[src/rtl/hazard_pkg.sv]
// Shared types and constants for the pipeline hazard controller.
package hazard_pkg;

    // Hazard FSM states.
    typedef enum logic [1:0] {
        ST_IDLE    = 2'd0,
        ST_LDSTALL = 2'd1,
        ST_MDUWAIT = 2'd2
    } state_e;

    // Execute-stage operand source selects.
    localparam logic [1:0] FWD_NONE = 2'b00;
    localparam logic [1:0] FWD_W    = 2'b01;
    localparam logic [1:0] FWD_M    = 2'b10;

endpackage

[src/rtl/hazard_ctrl_if.sv]
// Pipeline-to-hazard-controller signal bundle.
interface hazard_ctrl_if #(
    parameter int unsigned REG_AW = 5
);
    logic [REG_AW-1:0] ra1D;
    logic [REG_AW-1:0] ra2D;
    logic [REG_AW-1:0] ra1E;
    logic [REG_AW-1:0] ra2E;
    logic [REG_AW-1:0] rdE;
    logic [REG_AW-1:0] rdM;
    logic [REG_AW-1:0] rdW;
    logic              memtoregE;
    logic              regwriteM;
    logic              regwriteW;
    logic              controlChange;
    logic              mduStartE;
    logic              mduDoneE;
    logic              memReadyM;

    logic              stallF;
    logic              stallD;
    logic              stallE;
    logic              stallM;
    logic              flushD;
    logic              flushE;
    logic              flushM;
    logic              flushW;
    logic [1:0]        forwardAE;
    logic [1:0]        forwardBE;
    logic              busy;

    // Pipeline side: supplies stage info, receives controls.
    modport master (
        output ra1D, ra2D, ra1E, ra2E, rdE, rdM, rdW,
        output memtoregE, regwriteM, regwriteW, controlChange,
        output mduStartE, mduDoneE, memReadyM,
        input  stallF, stallD, stallE, stallM,
        input  flushD, flushE, flushM, flushW,
        input  forwardAE, forwardBE, busy
    );

    // Hazard controller side.
    modport slave (
        input  ra1D, ra2D, ra1E, ra2E, rdE, rdM, rdW,
        input  memtoregE, regwriteM, regwriteW, controlChange,
        input  mduStartE, mduDoneE, memReadyM,
        output stallF, stallD, stallE, stallM,
        output flushD, flushE, flushM, flushW,
        output forwardAE, forwardBE, busy
    );

endinterface

[src/rtl/fwd_sel.sv]
// Operand forwarding select for one execute-stage source register.
module fwd_sel
    import hazard_pkg::*;
#(
    parameter int unsigned REG_AW         = 5,
    parameter bit          ZERO_HARDWIRED = 1'b1
) (
    input  logic [REG_AW-1:0] ra_e,
    input  logic [REG_AW-1:0] rd_m,
    input  logic [REG_AW-1:0] rd_w,
    input  logic              regwrite_m,
    input  logic              regwrite_w,
    output logic [1:0]        fwd_c
);

    // Youngest producer wins: M before W; r0 never forwards when hardwired.
    always_comb begin
        fwd_c = FWD_NONE;
        if (ZERO_HARDWIRED && (ra_e == '0)) begin
            fwd_c = FWD_NONE;
        end else if (regwrite_m && (rd_m == ra_e)) begin
            fwd_c = FWD_M;
        end else if (regwrite_w && (rd_w == ra_e)) begin
            fwd_c = FWD_W;
        end
    end

endmodule

[src/rtl/hazard_ctrl.sv]
// Pipeline hazard controller: forwarding, load-use stall, MDU wait, memory wait.
module hazard_ctrl
    import hazard_pkg::*;
#(
    parameter int unsigned REG_AW         = 5,
    parameter int unsigned LOAD_LAT       = 1,
    parameter bit          ZERO_HARDWIRED = 1'b1
) (
    input  logic         clk,
    input  logic         reset,
    hazard_ctrl_if.slave hz
);

    localparam int unsigned CNT_W = $clog2(LOAD_LAT + 1);

    state_e             state_q, state_d;
    logic [CNT_W-1:0]   cnt_q, cnt_d;
    logic               busy_q, busy_d;

    logic               load_use_c;
    logic [1:0]         fwd_a_c, fwd_b_c;
    logic               stall_f_c, stall_d_c, stall_e_c, stall_m_c;
    logic               flush_d_c, flush_e_c, flush_m_c, flush_w_c;

    fwd_sel #(
        .REG_AW         (REG_AW),
        .ZERO_HARDWIRED (ZERO_HARDWIRED)
    ) u_fwd_a (
        .ra_e       (hz.ra1E),
        .rd_m       (hz.rdM),
        .rd_w       (hz.rdW),
        .regwrite_m (hz.regwriteM),
        .regwrite_w (hz.regwriteW),
        .fwd_c      (fwd_a_c)
    );

    fwd_sel #(
        .REG_AW         (REG_AW),
        .ZERO_HARDWIRED (ZERO_HARDWIRED)
    ) u_fwd_b (
        .ra_e       (hz.ra2E),
        .rd_m       (hz.rdM),
        .rd_w       (hz.rdW),
        .regwrite_m (hz.regwriteM),
        .regwrite_w (hz.regwriteW),
        .fwd_c      (fwd_b_c)
    );

    // Load in E whose destination a decode-stage instruction reads.
    assign load_use_c = hz.memtoregE && (hz.rdE != '0) &&
                        ((hz.ra1D == hz.rdE) || (hz.ra2D == hz.rdE));

    // Next state, stall counter and per-cycle stall/flush controls.
    always_comb begin
        state_d   = state_q;
        cnt_d     = cnt_q;
        stall_f_c = 1'b0;
        stall_d_c = 1'b0;
        stall_e_c = 1'b0;
        stall_m_c = 1'b0;
        flush_d_c = 1'b0;
        flush_e_c = 1'b0;
        flush_m_c = 1'b0;
        flush_w_c = 1'b0;

        if (!hz.memReadyM) begin
            // Memory wait freezes the whole pipe and the FSM; W gets a bubble.
            stall_f_c = 1'b1;
            stall_d_c = 1'b1;
            stall_e_c = 1'b1;
            stall_m_c = 1'b1;
            flush_w_c = 1'b1;
        end else begin
            case (state_q)
                ST_IDLE: begin
                    if (hz.controlChange) begin
                        flush_d_c = 1'b1;
                        flush_e_c = 1'b1;
                    end else if (hz.mduStartE && !hz.mduDoneE) begin
                        stall_f_c = 1'b1;
                        stall_d_c = 1'b1;
                        stall_e_c = 1'b1;
                        flush_m_c = 1'b1;
                        state_d   = ST_MDUWAIT;
                    end else if (load_use_c) begin
                        stall_f_c = 1'b1;
                        stall_d_c = 1'b1;
                        flush_e_c = 1'b1;
                        if (LOAD_LAT > 1) begin
                            state_d = ST_LDSTALL;
                            cnt_d   = CNT_W'(LOAD_LAT - 1);
                        end
                    end
                end
                ST_LDSTALL: begin
                    if (hz.controlChange) begin
                        // Redirect squashes the stalled instruction; let F reload.
                        flush_d_c = 1'b1;
                        flush_e_c = 1'b1;
                        state_d   = ST_IDLE;
                        cnt_d     = '0;
                    end else begin
                        stall_f_c = 1'b1;
                        stall_d_c = 1'b1;
                        flush_e_c = 1'b1;
                        if (cnt_q <= CNT_W'(1)) begin
                            state_d = ST_IDLE;
                            cnt_d   = '0;
                        end else begin
                            cnt_d = cnt_q - CNT_W'(1);
                        end
                    end
                end
                ST_MDUWAIT: begin
                    if (!hz.mduDoneE) begin
                        stall_f_c = 1'b1;
                        stall_d_c = 1'b1;
                        stall_e_c = 1'b1;
                        flush_m_c = 1'b1;
                    end else begin
                        state_d = ST_IDLE;
                    end
                end
                default: begin
                    state_d = ST_IDLE;
                    cnt_d   = '0;
                end
            endcase
        end

        busy_d = (state_d != ST_IDLE);
    end

    // State, counter and busy flag.
    always_ff @(posedge clk or posedge reset) begin
        if (reset) begin
            state_q <= ST_IDLE;
            cnt_q   <= '0;
            busy_q  <= 1'b0;
        end else begin
            state_q <= state_d;
            cnt_q   <= cnt_d;
            busy_q  <= busy_d;
        end
    end

    // Controls are same-cycle; held quiet while reset is asserted.
    assign hz.stallF    = stall_f_c & ~reset;
    assign hz.stallD    = stall_d_c & ~reset;
    assign hz.stallE    = stall_e_c & ~reset;
    assign hz.stallM    = stall_m_c & ~reset;
    assign hz.flushD    = flush_d_c & ~reset;
    assign hz.flushE    = flush_e_c & ~reset;
    assign hz.flushM    = flush_m_c & ~reset;
    assign hz.flushW    = flush_w_c & ~reset;
    assign hz.forwardAE = reset ? FWD_NONE : fwd_a_c;
    assign hz.forwardBE = reset ? FWD_NONE : fwd_b_c;
    assign hz.busy      = busy_q;

endmodule

[src/flat_wrapper.sv]
// flat-port wrapper written by rule: the top's interface ports become plain ports
module hazard_ctrl_flat import hazard_pkg::*;
#(
    parameter int unsigned REG_AW         = 5,
    parameter int unsigned LOAD_LAT       = 1,
    parameter bit          ZERO_HARDWIRED = 1'b1
)
  (clk, reset, hz_ra1D, hz_ra2D, hz_ra1E, hz_ra2E, hz_rdE, hz_rdM, hz_rdW, hz_memtoregE, hz_regwriteM, hz_regwriteW, hz_controlChange, hz_mduStartE, hz_mduDoneE, hz_memReadyM, hz_stallF, hz_stallD, hz_stallE, hz_stallM, hz_flushD, hz_flushE, hz_flushM, hz_flushW, hz_forwardAE, hz_forwardBE, hz_busy);
  hazard_ctrl_if #(.REG_AW(REG_AW)) hz_i ();
  input  logic clk;
  input  logic reset;
  input wire logic [$bits(hz_i.ra1D)-1:0] hz_ra1D;
  input wire logic [$bits(hz_i.ra2D)-1:0] hz_ra2D;
  input wire logic [$bits(hz_i.ra1E)-1:0] hz_ra1E;
  input wire logic [$bits(hz_i.ra2E)-1:0] hz_ra2E;
  input wire logic [$bits(hz_i.rdE)-1:0] hz_rdE;
  input wire logic [$bits(hz_i.rdM)-1:0] hz_rdM;
  input wire logic [$bits(hz_i.rdW)-1:0] hz_rdW;
  input wire logic [$bits(hz_i.memtoregE)-1:0] hz_memtoregE;
  input wire logic [$bits(hz_i.regwriteM)-1:0] hz_regwriteM;
  input wire logic [$bits(hz_i.regwriteW)-1:0] hz_regwriteW;
  input wire logic [$bits(hz_i.controlChange)-1:0] hz_controlChange;
  input wire logic [$bits(hz_i.mduStartE)-1:0] hz_mduStartE;
  input wire logic [$bits(hz_i.mduDoneE)-1:0] hz_mduDoneE;
  input wire logic [$bits(hz_i.memReadyM)-1:0] hz_memReadyM;
  output wire logic [$bits(hz_i.stallF)-1:0] hz_stallF;
  output wire logic [$bits(hz_i.stallD)-1:0] hz_stallD;
  output wire logic [$bits(hz_i.stallE)-1:0] hz_stallE;
  output wire logic [$bits(hz_i.stallM)-1:0] hz_stallM;
  output wire logic [$bits(hz_i.flushD)-1:0] hz_flushD;
  output wire logic [$bits(hz_i.flushE)-1:0] hz_flushE;
  output wire logic [$bits(hz_i.flushM)-1:0] hz_flushM;
  output wire logic [$bits(hz_i.flushW)-1:0] hz_flushW;
  output wire logic [$bits(hz_i.forwardAE)-1:0] hz_forwardAE;
  output wire logic [$bits(hz_i.forwardBE)-1:0] hz_forwardBE;
  output wire logic [$bits(hz_i.busy)-1:0] hz_busy;
  assign hz_i.ra1D = hz_ra1D;
  assign hz_i.ra2D = hz_ra2D;
  assign hz_i.ra1E = hz_ra1E;
  assign hz_i.ra2E = hz_ra2E;
  assign hz_i.rdE = hz_rdE;
  assign hz_i.rdM = hz_rdM;
  assign hz_i.rdW = hz_rdW;
  assign hz_i.memtoregE = hz_memtoregE;
  assign hz_i.regwriteM = hz_regwriteM;
  assign hz_i.regwriteW = hz_regwriteW;
  assign hz_i.controlChange = hz_controlChange;
  assign hz_i.mduStartE = hz_mduStartE;
  assign hz_i.mduDoneE = hz_mduDoneE;
  assign hz_i.memReadyM = hz_memReadyM;
  assign hz_stallF = hz_i.stallF;
  assign hz_stallD = hz_i.stallD;
  assign hz_stallE = hz_i.stallE;
  assign hz_stallM = hz_i.stallM;
  assign hz_flushD = hz_i.flushD;
  assign hz_flushE = hz_i.flushE;
  assign hz_flushM = hz_i.flushM;
  assign hz_flushW = hz_i.flushW;
  assign hz_forwardAE = hz_i.forwardAE;
  assign hz_forwardBE = hz_i.forwardBE;
  assign hz_busy = hz_i.busy;
  hazard_ctrl #(.REG_AW(REG_AW), .LOAD_LAT(LOAD_LAT), .ZERO_HARDWIRED(ZERO_HARDWIRED)) u_core (.clk(clk), .reset(reset), .hz(hz_i));
endmodule
[config.mk]
export PLATFORM = sky130hd
export DESIGN_NAME = hazard_ctrl_flat
export DESIGN_NICKNAME = d
export VERILOG_FILES = /design/src/rtl/hazard_pkg.sv /design/src/rtl/hazard_ctrl_if.sv /design/src/rtl/fwd_sel.sv /design/src/rtl/hazard_ctrl.sv /design/src/flat_wrapper.sv
export SDC_FILE = /design/constraint.sdc
export NUM_CORES = 1
export LEC_CHECK = 0
export CORE_ASPECT_RATIO = 0.7
export CORE_MARGIN = 2
export CORE_UTILIZATION = 33
export DETAILED_ROUTE_END_ITERATION = 10
export PLACE_DENSITY = 0.85
export SLEW_MARGIN = 20
export SYNTH_ARGS = -nofsm -noshare
export SYNTH_HDL_FRONTEND = slang
export SYNTH_SLANG_ARGS = --single-unit
export TNS_END_PERCENT = 50
[constraint.sdc]
create_clock -name clk -period 4.6 [get_ports clk]
set_input_delay 0.92 -clock clk [delete_from_list [all_inputs] [get_ports clk]]
set_output_delay 0.92 -clock clk [all_outputs]
set_load 0.01 [all_outputs]
==> summary.md, run 1 <==
| Metric | Value |
|---|---|
| Outcome | finished clean |
| Mux cell area share after synthesis | 0.0159 |
| Post-synth EDFFs | 0 |
| Post-synth cell types | 27 |
| Most used cell along the critical path | clkdlybuf4s50_1 |
| Setup CP Type | in -> out |
| Worst path required time | 3.68 ns |
| YS warnings | 0 |
| Crit-path max cell delay | 0.56 ns |
| Post-Synthesis Cells | 82 |
| Mapped cell area | 631 µm² |
| Core ar. | 1820 µm² |
| Worst Setup End Kind | output port |
| RSZ-0062 raised after global routing | no |
| Htree depth | 1 |
| P per Cell Area | 144 nW/µm² |
| Clock sink count | 3 |
| R2R cell count | 3 |
| Initial DRC Count | 35 |
| WL/cell | 13.6 µm |
| XOR/XNOR Fraction of Synth Area | 0.417 |
| Die area | 2280 µm² |
| FF-to-FF End | u_core.hz.busy |
| Synthesized flop and latch total | 3 |
| Slew @ Worst Pin | 0.311 ns |
| Longest Clk Path Bufs | 2 |
| FMAX | 264 MHz |
| Tot Pwr | 177 µW |
| Setup crit start kind | input pin |
| Layout cells sized above 1 | 0.0500 |
| Post-CTS sizing | 0 |
| Number of global-route vias before repair | 740 |
| Final ANT Viol Nets | 0 |
| Slew Viols, Final | 0 |
| Worst-path cell chain | clkdlybuf4s50_1, xor2_1, nor4_1, and3_1, nor3b_2, clkdlybuf4s50_1 |
| Hold wc startpoint | u_core.state_q[1] |
| Maxcap violations | 0 |
| Peak supply drop | 0.161 mV |
| Final hold violation count | 0 |
| DRC | 0 |
| P&R area growth vs syn | 95.0% |
| Pre-CTS WS | 0.818 ns |
| Main combinational cell family by area after synthesis | XOR/XNOR gates |
| CP Data Arrival Time | 2.86 ns |
| Diode count | 0 |
| Post-synth top flop | dfrtp_1 |
| Final setup violation count | 0 |
| Overall die width | 56.3 µm |
| Final Wtd Congestion | 0.866 |
| Post-DP HPWL | 1900 µm |
| Register area share after synthesis | 0.119 |
| Die outline height | 40.6 µm |
| Final wirelength | 2210 µm |
| Hold Path End | u_core.state_q[1] |
| Initial antenna violation count | 0 |
| Tcrit/Tclk final | 0.822 |
| Part of the power in the clock network | 0.264 |
| Cell Area, Placed | 1200 µm² |
| Largest net degree at the start of global routing | 9 |
| DR vias | 816 |
| R2R setup slack | 3.31 ns |
| Vias per std cell | 5.04 |
| Max-slew headroom | 0.791 |
| Post-route cell area | 1230 µm² |
| Cell row count | 13 |
| Syn nets | 126 |
| All-Layer GR Usage | 0.194 |
| TritonCTS clock tree | yes |
| Lkg Pwr | 0.453 nW |
| Switch share | 0.304 |
| Fin nets | 185 |
| Hold WC Path Type | reg -> reg |
| Fraction of the mapped netlist area in simple logic gates | 0.288 |
| CTS root buf | clkbuf_4 |
| Global route overflow | 0 |
| Post-synth ARST share | 1.00 |
| Drt pass-1 iters | 4 |
| Reg-to-reg critical path startpoint | u_core.state_q[1] |
| Sequential fraction of design power | 0.171 |
| Initial Util | 0.346 |
| Post-CTS Hold Buffers | 0 |
| Insertion delay to the later sink of the worst-skew pair | 0.24 ns |
| Gate power share | 0.565 |
| Skew final | 0.00395 ns |
| Fin crit period | 3.78 ns |
| Buffers inserted by post-CTS timing repair | 0 |
| Hold depth | 2 |
| Post-synthesis adder-cell area fraction | 0 |
| First-pass GRT wire length | 3300 µm |
| Io pins | 57 |
| Critical-path maximum fanout | 3 |
| Syn Area/Cell | 7.69 µm² |
| Internal power | 123 µW |
| Total CTS buffers | 3 |
| CP max stage cell | clkdlybuf4s50_1 |
| Worst-path clk slew | 0.04 ns |
| Switch Pwr | 53.9 µW |
| Final setup TNS | 0 ns |
| IO buf count | 56 |
| Post-synthesis compound-gate area fraction | 0.113 |
| Final hold slack | 0.620 ns |
| PnR worst setup slack | 0.819 ns |
## registers in the layout, summed over array words and instances (netlist names)
register / flops
u_core.hz.busy: 1
u_core.state_q: 2
## cell type report
class	count	area [µm²]
inverters	4	15.0
repair buffers	56	561
multi-input cells	73	526
well taps	22	27.5
flip-flops and latches	3	75.1
fillers	167	592
clock buffers	4	26.3
## kinds of logic after synthesis
kind of cell / count (synthesis)
flops: 3
simple gates: 32
buf+inv: 6
compound gates: 10
xor+xnor: 30
mux: 1
## metrics by stage
| stage | util | cells |
|---|---|---|
| after detailed placement | 0.661 | 158 |
| after global placement | 0.661 | 158 |
| after CTS | 0.675 | 162 |
| after floorplan | - | 82 |
| final | 0.675 | 162 |
| after global routing | 0.675 | 162 |
## power by group through the flow
stage	sequential, mW	clock, mW	combinational (mW)
after detailed placement	0.0306	0	0.0999
after CTS	0.0302	0.0495	0.100
after floorplan	0.0307	0	0.0376
final	0.0303	0.0469	0.100
after global placement	0.0305	0	0.0976
after global routing	0.0306	0.0513	0.108
## synth_stat cells (2+ instances only)
library cell / instances / area share
xnor2_1: 17 / 0.24
xor2_1: 13 / 0.18
nor2_1: 7 / 0.042
inv_1: 4 / 0.024
nand2_1: 4 / 0.024
nor4_1: 4 / 0.040
or4_1: 4 / 0.048
dfrtp_1: 3 / 0.12
o21ai_0: 3 / 0.024
and3_1: 2 / 0.020
buf_4: 2 / 0.024
nand4_1: 2 / 0.020
nor2b_1: 2 / 0.020
nor3_1: 2 / 0.016
## critical path, delay by kind of cell
family	cells	cell delay (ns)
buf+inv	2	1.05
simple gates	3	0.70
xor+xnor	1	0.20
## routing by layer
| layer | share of wire | global-route usage |
|---|---|---|
| met1 | 0.40 | 0.229 |
| met2 | 0.50 | 0.371 |
| met3 | 0.091 | 0.0419 |
| met4 | 0.0081 | 0.0536 |
| met5 | 0 | 0 |
## placed cells by master (no fill, tap or decap)
master	synthesis	routed
and2_1	1	1
nand3_1	1	1
xor2_1	13	13
o31ai_1	1	1
nand2_1	4	4
or2_2	1	1
nor3b_2	1	1
clkbuf_1	0	1
a21oi_1	1	1
or4_1	4	4
o32ai_2	1	1
a31oi_1	1	1
nor4_1	4	4
nor3_1	2	2
o21ai_2	1	1
nor3b_1	1	1
nor2_1	7	7
a21boi_0	1	1
inv_1	4	4
mux2i_1	1	1
and3_1	2	2
clkdlybuf4s50_1	0	56
o21ai_1	1	1
dfrtp_1	3	3
nand4_1	2	2
clkbuf_4	0	3
o21ai_0	3	3
xnor2_1	17	17
nor2b_1	2	2
## worst max path at each step
stage                           end  slack [ns]  depth (start not counted)       start
floorplan                 hz_stallF        1.75                          6   hz_rdE[4]
global placement          hz_stallF        0.85                          7   hz_rdE[3]
detailed placement  hz_forwardAE[1]        0.82                          6  hz_ra1E[2]
CTS                 hz_forwardAE[1]        0.82                          6  hz_ra1E[2]
global route              hz_stallD        0.66                          7   hz_rdE[2]
finish              hz_forwardAE[1]        0.82                          6  hz_ra1E[2]
No activity file was read; power rests on OpenSTA's default activity.
==> run 2: changes to the inputs <==
CORE_UTILIZATION = 31   (was 33)
PLACE_DENSITY = 0.81   (was 0.85)
clock period = 3.73 ns   (was 4.6 ns; I/O delays follow)
==> summary.md, run 2 (synthesized netlist as in run 1, its figures left out) <==
| Metric | Value |
|---|---|
| Outcome | finished clean |
| All-Layer GR Usage | 0.171 (-0.0230) |
| CP Buf/Inv Count | 2 (unchanged) |
| Most Crowded Layer GR | met2 |
| Fin nets | 185 (unchanged) |
| DR vias | 802 (-1.7%) |
| Layout cells sized above 1 | 0.0500 (unchanged) |
| Hold WC Path Type | reg -> reg |
| Initial DRC Count | 29 (-17%) |
| Initial antenna violation count | 0 (unchanged) |
| Vias per std cell | 4.95 (-1.7%) |
| FF-to-FF End | u_core.hz.busy |
| Maxcap violations | 0 (unchanged) |
| Cell row count | 13 (unchanged) |
| CTS root buf | clkbuf_4 |
| Overall die width | 57.9 µm (+2.9%) |
| Initial Util | 0.334 (-0.0119) |
| First-pass GRT wire length | 3330 µm (+1.0%) |
| Final hold violation count | 0 (unchanged) |
| Slew Viols, Final | 0 (unchanged) |
| PnR worst setup slack | 0.297 ns (-0.521 ns) |
| Fin crit period | 3.43 ns |
| Diode count | 0 (unchanged) |
| WL/cell | 13.0 µm (-4.6%) |
| Fillers | 169 (+1.2%) |
| Die area | 2420 µm² (+5.9%) |
| Reg-to-reg critical path startpoint | u_core.state_q[1] |
| Io pins | 57 (unchanged) |
| Final setup violation count | 0 (unchanged) |
| Worst path depth | 6 (unchanged) |
| P&R area growth vs syn | 95.0% (unchanged) |
| Most common cell after layout, fill and taps aside | clkdlybuf4s50_1 |
| Final wirelength | 2110 µm (-4.6%) |
| Clock sink count | 3 (unchanged) |
| Total CTS buffers | 3 (unchanged) |
| R2R cell count | 3 (unchanged) |
| Post-Place Cells | 158 (unchanged) |
| Hold wc startpoint | u_core.state_q[0] |
| Buffers inserted by post-CTS timing repair | 0 (unchanged) |
| R2R setup slack | 2.47 ns (-0.84 ns) |
| FMAX | 291 MHz |
| DRC | 0 (unchanged) |
| Setup CP Type | in -> out |
| CP max stage cell | clkdlybuf4s50_1 |
| IO buf count | 56 (unchanged) |
| Largest net degree at the start of global routing | 9 (unchanged) |
| Skew final | 0.00576 ns (+0.00181 ns) |
| Crit-path max cell delay | 0.57 ns (about the same) |
| Worst-path clk slew | 0.04 ns (about the same) |
| Met1 Track Usage GR | 0.209 (-0.0205) |
| Worst Setup End Kind | output port |
| Final cell count without fillers | 162 (unchanged) |
| Die outline height | 41.7 µm (+2.9%) |
| Crit path max-delay family | buffers and inverters |
| Worst path required time | 2.98 ns (-0.70 ns) |
| Final setup TNS | 0 ns (unchanged) |
| Insertion delay to the later sink of the worst-skew pair | 0.23 ns (about the same) |
| Tcrit/Tclk final | 0.920 |
| Critical-path maximum fanout | 3 (unchanged) |
| Most used cell along the critical path | clkdlybuf4s50_1 |
| Core ar. | 1890 µm² (+3.6%) |
| P per Cell Area | 176 nW/µm² (+22%) |
| Final Wtd Congestion | 0.839 (-3.2%) |
| Global route overflow | 0 (unchanged) |
| Peak supply drop | 0.233 mV (+45%) |
| Post-DP HPWL | 1840 µm (-3.4%) |
| Most frequent cells in the layout | clkdlybuf4s50_1, xnor2_1, xor2_1, nor2_1 |
| Post-CTS Hold Buffers | 0 (unchanged) |
| Final ANT Viol Nets | 0 (unchanged) |
| Htree depth | 1 (unchanged) |
| Max-slew headroom | 0.788 (-0.00355) |
| RSZ-0062 raised after global routing | no |
| M3 GR Usage | 0.0280 (-0.0139) |
| Number of global-route vias before repair | 784 (+5.9%) |
| Lkg Pwr | 0.453 nW (unchanged) |
| Slew @ Worst Pin | 0.315 ns (+0.00450 ns) |
| Pre-CTS WS | 0.297 ns (-0.521 ns) |
| Drt pass-1 iters | 4 (unchanged) |
| Worst-path cell chain | clkdlybuf4s50_1, xor2_1, nor4_1, and3_1, nor3b_2, clkdlybuf4s50_1 |
| Final hold slack | 0.601 ns (-0.0192 ns) |
| Longest Clk Path Bufs | 2 (unchanged) |
| CP Data Arrival Time | 2.69 ns (-0.17 ns) |
| Met2 Usage GRT | 0.316 (-0.0547) |
| Setup crit start kind | input pin |
| Crit path capture | hz_forwardAE[1] |
| Post-CTS sizing | 0 (unchanged) |
| TritonCTS clock tree | yes |
| Largest register FFs | 2 (unchanged) |
| Critical Path Source | hz_ra1E[2] |
| Biggest register | u_core.state_q |
-- run 2: layout make-up --
type,count,area (µm²),area share
multi-input combinational,73,526,0.427
inverter,4,15.0,0.0122
sequential,3,75.1,0.0610
tap,22,27.5,0.0224
clock buffer,4,26.3,0.0214
timing repair buffer,56,561,0.456
-- run 2: power breakdown --
part           internal (mW)  switching, mW  total (mW)
combinational         0.0768         0.0465       0.123
clock                 0.0400         0.0154      0.0554
sequential            0.0353        0.00185      0.0371
total                  0.152         0.0638       0.216
-- run 2: worst reg2reg max path, delay by kind of cell, from the launching register on --
kind / cells / cell delay (ns)
DFF: 1 / 0.41
and+or+nand+nor: 1 / 0.29
AOI/OAI and AO/OA: 1 / 0.28
muxes: 1 / 0.15
-- run 2: worst min-delay path by stage --
| stage | to | cells after the start |
|---|---|---|
| after floorplan | u_core.hz.busy | 1 |
| after global placement | u_core.state_q[0] | 2 |
| after detailed placement | u_core.state_q[0] | 2 |
| after CTS | u_core.state_q[0] | 2 |
| after global routing | u_core.state_q[1] | 2 |
| final | u_core.state_q[0] | 2 |
-- run 2: per-layer routing --
layer | vias up | part of all wire
met2 | 37 | 0.48
met3 | 0 | 0.079
met4 | 0 | 0
met1 | 360 | 0.44
met5 | - | 0
li1 | 405 | -
-- run 2: metrics by stage --
| stage | instance area, µm² | util | power (mW) |
|---|---|---|---|
| finish | 1230 | 0.652 | 0.216 |
| CTS | 1230 | 0.652 | 0.218 |
| detailed placement | 1200 | 0.638 | 0.161 |
| floorplan | 631 | - | 0.0843 |
| global placement | 1200 | 0.638 | 0.158 |
| global route | 1230 | 0.652 | 0.232 |
==> run 3: changes to the inputs <==
TNS_END_PERCENT = not set   (was 50)
==> results of run 3 <==
Final layout, timing and power as in run 2 (identical DEF).
